===== src/rtl/instr_fetch_unit.sv =====
// instr_fetch_unit: fetch stage between the combinational instruction ROM and
// decode. Holds the PC, drives rom_addr, captures the returned word into a
// fetch register and hands it to decode over a valid/ready handshake.
// Handles branch redirect/flush, halt and start/resume.
//
// Handshake: if_valid/if_instr/if_pc form the producer side. A transfer
// happens on any cycle with if_valid && id_ready. While if_valid is high and
// id_ready is low, if_valid, if_instr and if_pc hold unchanged. A taken branch
// flushes the fetch register, so a word presented on a branch cycle is
// discarded even when id_ready is high.
//
// Optional build macro FETCH_PERF_CNT_EN adds a 16-bit saturating count of
// completed (non-flushed) transfers on output fetch_count.
module instr_fetch_unit #(
  parameter int N    = 10,
  parameter int IMMS = 5
) (
  input  logic            clk,
  input  logic            rst_n,
  input  logic            start,
  input  logic            halt_req,
  input  logic            branch_taken,
  input  logic [IMMS-1:0] branch_target,
  output logic [IMMS-1:0] rom_addr,
  input  logic [N-1:0]    rom_instr,
  output logic            if_valid,
  output logic [N-1:0]    if_instr,
  output logic [IMMS-1:0] if_pc,
  input  logic            id_ready,
  output logic            halted
`ifdef FETCH_PERF_CNT_EN
  ,
  output logic [15:0]     fetch_count
`endif
);

  typedef enum logic [1:0] {
    S_IDLE  = 2'd0,
    S_FETCH = 2'd1,
    S_HALT  = 2'd2
  } state_e;

  localparam logic [IMMS-1:0] PC_ONE = {{(IMMS-1){1'b0}}, 1'b1};

  state_e          state_q;
  logic [IMMS-1:0] pc_q;
  logic [IMMS-1:0] if_pc_q;
  logic [N-1:0]    if_instr_q;
  logic            if_valid_q;

  logic xfer;
  logic load;

  // Decode consumes the held word this cycle.
  assign xfer = if_valid_q && id_ready;
  // Fetch register is free: empty, or its word is leaving this cycle.
  assign load = !if_valid_q || xfer;

  // Fetch FSM: state, PC and the fetch register advance together.
  always_ff @(posedge clk or negedge rst_n) begin
    if (!rst_n) begin
      state_q    <= S_IDLE;
      pc_q       <= '0;
      if_pc_q    <= '0;
      if_instr_q <= '0;
      if_valid_q <= 1'b0;
    end else begin
      case (state_q)
        S_IDLE: begin
          if (start) state_q <= S_FETCH;
        end
        S_FETCH: begin
          if (branch_taken) begin
            // Redirect wins over load; a simultaneous halt still takes effect.
            pc_q       <= branch_target;
            if_valid_q <= 1'b0;
            if (halt_req) state_q <= S_HALT;
          end else if (halt_req) begin
            // No fetch on the halt cycle; a held word may still drain.
            state_q <= S_HALT;
            if (xfer) if_valid_q <= 1'b0;
          end else if (load) begin
            if_instr_q <= rom_instr;
            if_pc_q    <= pc_q;
            if_valid_q <= 1'b1;
            pc_q       <= pc_q + PC_ONE;
          end
        end
        S_HALT: begin
          if (branch_taken) begin
            pc_q       <= branch_target;
            if_valid_q <= 1'b0;
          end else if (xfer) begin
            if_valid_q <= 1'b0;
          end
          // halt_req beats start while halted.
          if (start && !halt_req) state_q <= S_FETCH;
        end
        default: state_q <= S_IDLE;
      endcase
    end
  end

  assign rom_addr = pc_q;
  assign if_valid = if_valid_q;
  assign if_instr = if_instr_q;
  assign if_pc    = if_pc_q;
  assign halted   = (state_q == S_HALT);

`ifdef FETCH_PERF_CNT_EN
  logic [15:0] fetch_count_q;
  logic        counted_xfer;

  // A branch in FETCH or HALT flushes the word, so that transfer is not counted.
  assign counted_xfer = xfer && !(branch_taken && (state_q != S_IDLE));

  // Saturating count of completed transfers; cleared only by reset.
  always_ff @(posedge clk or negedge rst_n) begin
    if (!rst_n) begin
      fetch_count_q <= '0;
    end else if (counted_xfer && (fetch_count_q != 16'hFFFF)) begin
      fetch_count_q <= fetch_count_q + 16'd1;
    end
  end

  assign fetch_count = fetch_count_q;
`endif

endmodule


===== config.mk =====
export PLATFORM = sky130hd
export DESIGN_NAME = instr_fetch_unit
export DESIGN_NICKNAME = d
export VERILOG_FILES = /design/src/rtl/instr_fetch_unit.sv
export SDC_FILE = /design/constraint.sdc
export NUM_CORES = 1
export LEC_CHECK = 0
export BUFFER_PORTS_ARGS = -buffer_cell sky130_fd_sc_hd__buf_2
export CORE_ASPECT_RATIO = 1.25
export CORE_MARGIN = 8
export CORE_UTILIZATION = 50
export CTS_BUF_LIST = sky130_fd_sc_hd__clkbuf_4 sky130_fd_sc_hd__clkbuf_8
export DETAILED_ROUTE_END_ITERATION = 12
export GPL_TIMING_DRIVEN = 1
export PLACE_DENSITY_LB_ADDON = 0.2
export RECOVER_POWER = 100
export SLEW_MARGIN = 15
export SYNTH_ARGS = -nofsm -noshare
export SYNTH_HDL_FRONTEND = slang
export SYNTH_SLANG_ARGS = --single-unit

===== constraint.sdc =====
create_clock -name clk -period 3.4 [get_ports clk]
set_input_delay 0.17 -clock clk [delete_from_list [all_inputs] [get_ports clk]]
set_output_delay 0.17 -clock clk [all_outputs]
set_load 0.005 [all_outputs]

* Word-level counts from Yosys, hierarchy flattened
Index checks and enable logic that the tools add are counted.
** Storage, ports and cells
- Output and inout bits :: 22
- Input port bits :: 21
- Register bits :: 23
- Word-level logic and storage cells :: 43
** Cells by class
- Muxes and demuxes :: 15
- Bitwise gates (word level) :: 2
- Add/sub/neg operators :: 1
- Equal/unequal tests :: 9
- Reductions and logical operators :: 11
** Operators by type and width (number)
- 2-to-1 mux 5 bit :: 4
- one-hot mux 5 bit (2 select lines) :: 1
- AND reduction 4 bit :: 2
- 2-to-1 mux 2 bit :: 3
- inequality test 2 bit, second input constant :: 3
- inequality test 3 bit, second input constant :: 2
- one-hot mux 2 bit (3 select lines) :: 1
- adder 5 x 1 -> 5 bit, second input constant :: 1
- 2-to-1 mux 1 bit :: 5
- inequality test 4 bit, second input constant :: 1
- AND reduction 3 bit :: 1
- equality test 2 x 1 -> 1 bit, second input constant :: 1
- equality test 2 bit, second input constant :: 1
- logical AND 1 bit :: 2
- zero test 1 bit :: 2
- zero test 2 bit :: 1
- inequality test 2 x 1 -> 1 bit, second input constant :: 1
- NOT 1 bit :: 2
- one-hot mux 1 bit (2 select lines) :: 1
- AND reduction 2 bit :: 1
- nonzero test 2 bit :: 1
- logical OR 1 bit :: 1

* Depth between registers and ports, before layout
- Depth in word-level cells :: 6
- Gate-level depth with buffers :: 7
- Gate-level depth less buffers :: 6

* Worst setup path before layout
OpenSTA, ideal clock, no wires.
- Path type :: reg-to-reg
- Start point :: reg state_q[0]
- End point :: reg pc_q[1], in the netlist rom_addr[1]
- Arrival time :: 1.552 ns
- Path slack :: 1.723 ns
- Buffers on the path :: 1
- Cell stages (with the launch flop) :: 7
- Clock period less this slack :: 1.677 ns
- Library setup time :: 0.125 ns
- Data required time :: 3.275 ns
- Cell sequence :: dfrtp_1 > inv_1 > ha_1 > buf_6 > nor2_4 > mux2_1 > mux2_4
** On the way
- Longest elaborated chain between the ends :: 3
- Elaborated cells between the ends (all ways) :: 8
- Classes of those cells :: eq/ne: 5; mux: 1; reduce/logical: 2
** RTL lines
- start: declaration :: line 45 : state_e state_q;
- start signal: assignment :: line 62 : state_q <= S_IDLE;
- start signal: assignment :: line 70 : if (start) state_q <= S_FETCH;
- start signal: assignment :: line 77 : if (halt_req) state_q <= S_HALT;
- equality test 2 bit *
- named net halted :: line 30 : output logic halted
- inequality test 2 bit (no line) or nonzero test 2 bit (tied branches)
- AND reduction 4 bit (no line)
- end signal: assignment :: line 75 : pc_q <= branch_target;
- end signal: assignment :: line 86 : pc_q <= pc_q + PC_ONE;
- end signal: assignment :: line 91 : pc_q <= branch_target;
- end: declaration :: line 46 : logic [IMMS-1:0] pc_q;
The timed path passes the listed nets; every way through them passes the cells marked *.
A chain may end at the register's enable or synchronous reset.

* Final worst setup path
- Start point :: reg state_q[1]
- End point :: reg if_instr_q[5], in the netlist if_instr[5]
** On the way
- Longest elaborated chain between the ends :: 2
** RTL lines
- equality test 2 x 1 -> 1 bit :: line 68 : case (state_q)
- AND reduction 4 bit (no line)
- end signal: assignment :: line 83 : if_instr_q <= rom_instr;
- end: declaration :: line 48 : logic [N-1:0] if_instr_q;
No other way between the ends.

==> impl_metrics.env <==
export IMPL_status="complete, no violations"
export IMPL_syn_cell_area_sq_um=1150
export IMPL_post_cts_resize_count=0
export IMPL_synth_top_family_by_area="multiplexers"
export IMPL_post_route_period_util_pct=61.3
export IMPL_die_area_sq_um=4090
export IMPL_clock_sinks=23
export IMPL_syn_num_nets=116
export IMPL_hold_depth=2
export IMPL_combinationalPowerShare_pct=43.8
export IMPL_min_from="rom_instr[5]"
export IMPL_place_detailed_hpwl_um=1930
export IMPL_die_y_um=69.6
export IMPL_critPathLaunchType="register"
export IMPL_yosysTopAreaCell="dfrtp_1"
export IMPL_synthAdderAreaFrac_pct=6.54
export IMPL_setup_violations=0
export IMPL_p_sw_share_pct=36.5
export IMPL_hold_viol_final=0
export IMPL_cts_tree="built"
export IMPL_clk_pin_slew_ns=0.11
export IMPL_hp_class="in2reg"
export IMPL_synth_avg_cell_area_sq_um=12.9
export IMPL_ant_nets=0
export IMPL_cap_viol_max_count=0
export IMPL_r2r_worst_path_cells=5
export IMPL_synth_xor_area_share_pct=0
export IMPL_grt_util_all_layers_pct=12.9
export IMPL_area_growth_pct=17.9
export IMPL_routed_wl_um=2390
export IMPL_start_util_pct=52.5
export IMPL_dp_cells=160
export IMPL_worst_setup_path_type="reg2reg"
export IMPL_via_per_inst=5.11
export IMPL_fin_cells=165
export IMPL_p_int_uw=721
export IMPL_critical_path_required_ns=3.58
export IMPL_slew_headroom_pct=20.0
export IMPL_ctsLongestPathBuffers=2
export IMPL_place_ws_ns=1.54
export IMPL_root_buffer="clkbuf_4"
export IMPL_synth_compound_area_share_pct=10.8
export IMPL_synth_area_top_cells="dfrtp_1, mux2_2, ha_1"
export IMPL_fin_setup_tns_ns=0
export IMPL_ios=43
export IMPL_p_seq_share_pct=44.9
export IMPL_cpPeakStageDelay_ns=0.52
export IMPL_r2r_start="state_q[1]$_DFFE_PN0P_"
export IMPL_slew_violations=0
export IMPL_crit_start="state_q[1]$_DFFE_PN0P_"
export IMPL_yosysTopAreaCellShare_pct=50.2
export IMPL_synth_mux_area_share_pct=17.9
export IMPL_p_clk_share_pct=11.2
export IMPL_cts_hold_buf=1
export IMPL_tightest_slew_ns=1.20
export IMPL_syn_inst=89
export IMPL_die_w_um=58.8
export IMPL_cp_max_fo=15
export IMPL_grt_pass1_vias=917
export IMPL_io_buffers=42
export IMPL_p_per_area_nw_per_um2=839
export IMPL_nNetsFinal=162
export IMPL_wl_per_cell_um=14.5
export IMPL_firstDrtPassIters=4
export IMPL_end_kind="register"
export IMPL_layout_drive_gt1_share_pct=32.8
export IMPL_multi_input_area_sq_um=493
export IMPL_seqCellArea_sq_um=576
export IMPL_cts_max_level=1
export IMPL_cts_inserted_buffers=3
export IMPL_hold_end="if_instr[5]$_DFFE_PN0P_"
export IMPL_fmax_mhz=480
export IMPL_post_cts_buffers=0
export IMPL_num_rows=19
export IMPL_ys_ff_latch=23
export IMPL_vias=843
export IMPL_p_sw_uw=414
export IMPL_grt_setup_unrepaired="no"
export IMPL_crit_chain="inv_1, ha_1, nor2b_1, nand3b_1, mux2_1"
export IMPL_ys_seq_area_share_pct=50.2
export IMPL_place_congestion=0.864
export IMPL_skew_ns=0.0107
export IMPL_vdd_ir_drop_worst_mv=0.459
export IMPL_fin_util_pct=61.8
export IMPL_globalRouteOverflowTotal=0
export IMPL_antenna_found_initial=0
export IMPL_grt_max_degree=24
export IMPL_cpMaxStageDelayCell="nand3b_1"
export IMPL_cp_arrival_ns=2.27
export IMPL_core_sq_um=2190
export IMPL_r2r_setup_slack_ns=1.32
export IMPL_synthDistinctLibCells=26
export IMPL_grt_pass1_wl_um=4190
export IMPL_drc=0
export IMPL_fin_crit_ns=2.08
export IMPL_yosys_warnings=0
export IMPL_n_antenna_cell=0
export IMPL_p_leak_nw=0.625
export IMPL_yosys_area_share_simple_pct=11.3
export IMPL_layout_setup_ws_ns=1.32
export IMPL_regToRegEndpoint="if_instr[5]$_DFFE_PN0P_"
export IMPL_clkLatencyLatePin_ns=0.30
export IMPL_nFillCells=210
export IMPL_drt_iter0_drc=22
-- layer usage --
| metal | wire (um) | GRT usage [%] | part of all wire [%] | vias up |
|---|---|---|---|---|
| li1 | - | - | - | 412 |
| met1 | 970 | 14.5 | 41 | 403 |
| met2 | 1230 | 21.2 | 51 | 26 |
| met3 | 171 | 5.57 | 7.2 | 2 |
| met4 | 19 | 4.00 | 0.80 | 0 |
| met5 | 0 | 0 | 0 | - |
-- synthesized netlist by cell type (all sizes together) --
library cell	count
a21boi	1
nand2	4
o21ai	5
dfrtp	23
inv	4
a221oi	1
buf	2
nand3	3
ha	6
nand3b	1
nand2b	2
a2bb2oi	3
mux2	17
a21oi	1
o21bai	1
a211oi	2
mux2i	1
nor2b	1
or4	1
nor3	2
nor2	5
o22ai	3
-- cell usage in the layout, fill, tap and decap left out, types with 3 or more instances in the layout --
cell and instances:
o21ai_0 5, nand3_1 3, clkbuf_1 16, mux2_2 12, a2bb2oi_1 3, mux2_1 5
dfrtp_1 23, inv_1 4, o22ai_1 3, ha_1 6, nand2_1 4, nor2_1 4
clkbuf_4 4, buf_2 26
-- how the worst max path moves through the flow --
stage	endpoint	depth (start not counted)
finish	if_instr[5]$_DFFE_PN0P_	5
global route	if_pc[4]$_DFFE_PN0P_	5
CTS	rom_addr[1]$_DFFE_PN0P_	5
detailed placement	rom_addr[1]$_DFFE_PN0P_	5
global placement	rom_addr[1]$_DFFE_PN0P_	5
floorplan	rom_addr[1]$_DFFE_PN0P_	6
-- flip-flops by register name, summed over array words and instances, names as in the netlist --
| signal | cells |
|---|---|
| if_instr | 10 |
| if_pc | 5 |
| rom_addr | 5 |
| state_q | 2 |
| if_valid | 1 |
-- logic make-up (layout without fill, tap and decap cells) --
kind of cell	count (synthesis)	in the layout
compound gates	17	17
fa+ha+maj	6	6
buf+inv	6	51
flops	23	23
mux	18	18
simple gates	19	19
-- critical path: cells and delay by family (launching register included) --
family / cells / cell delay [ns]
flops: 1 / 0.42
fa+ha+maj: 1 / 0.20
simple gates: 2 / 0.72
buf+inv: 1 / 0.12
mux: 1 / 0.52
-- power by group through the flow --
stage	sequential [mW]	clock (mW)	combinational (mW)
floorplan	0.512	0	0.344
detailed placement	0.514	0	0.562
CTS	0.509	0.133	0.565
global route	0.531	0.146	0.563
finish	0.510	0.127	0.498
global placement	0.503	0	0.552
-- through the flow --
stage / hold slack [ns] / cell area (sq um) / power, mW
2_1_floorplan: -0.126 / 1150 / 0.856
3_3_place_gp: 0.169 / 1370 / 1.05
3_5_place_dp: 0.173 / 1370 / 1.08
4_1_cts: 0.0834 / 1410 / 1.21
5_1_grt: 0.0641 / 1350 / 1.24
6_report: 0.0897 / 1350 / 1.13
-- cell type report --
| type | instances | area share [%] |
|---|---|---|
| clock buffers | 4 | 2.22 |
| flip-flops and latches | 23 | 42.6 |
| inverters | 4 | 1.11 |
| repair buffers | 43 | 14.8 |
| well taps | 31 | 2.87 |
| multi-input cells | 60 | 36.4 |
Power figures use the tool's default switching activity.
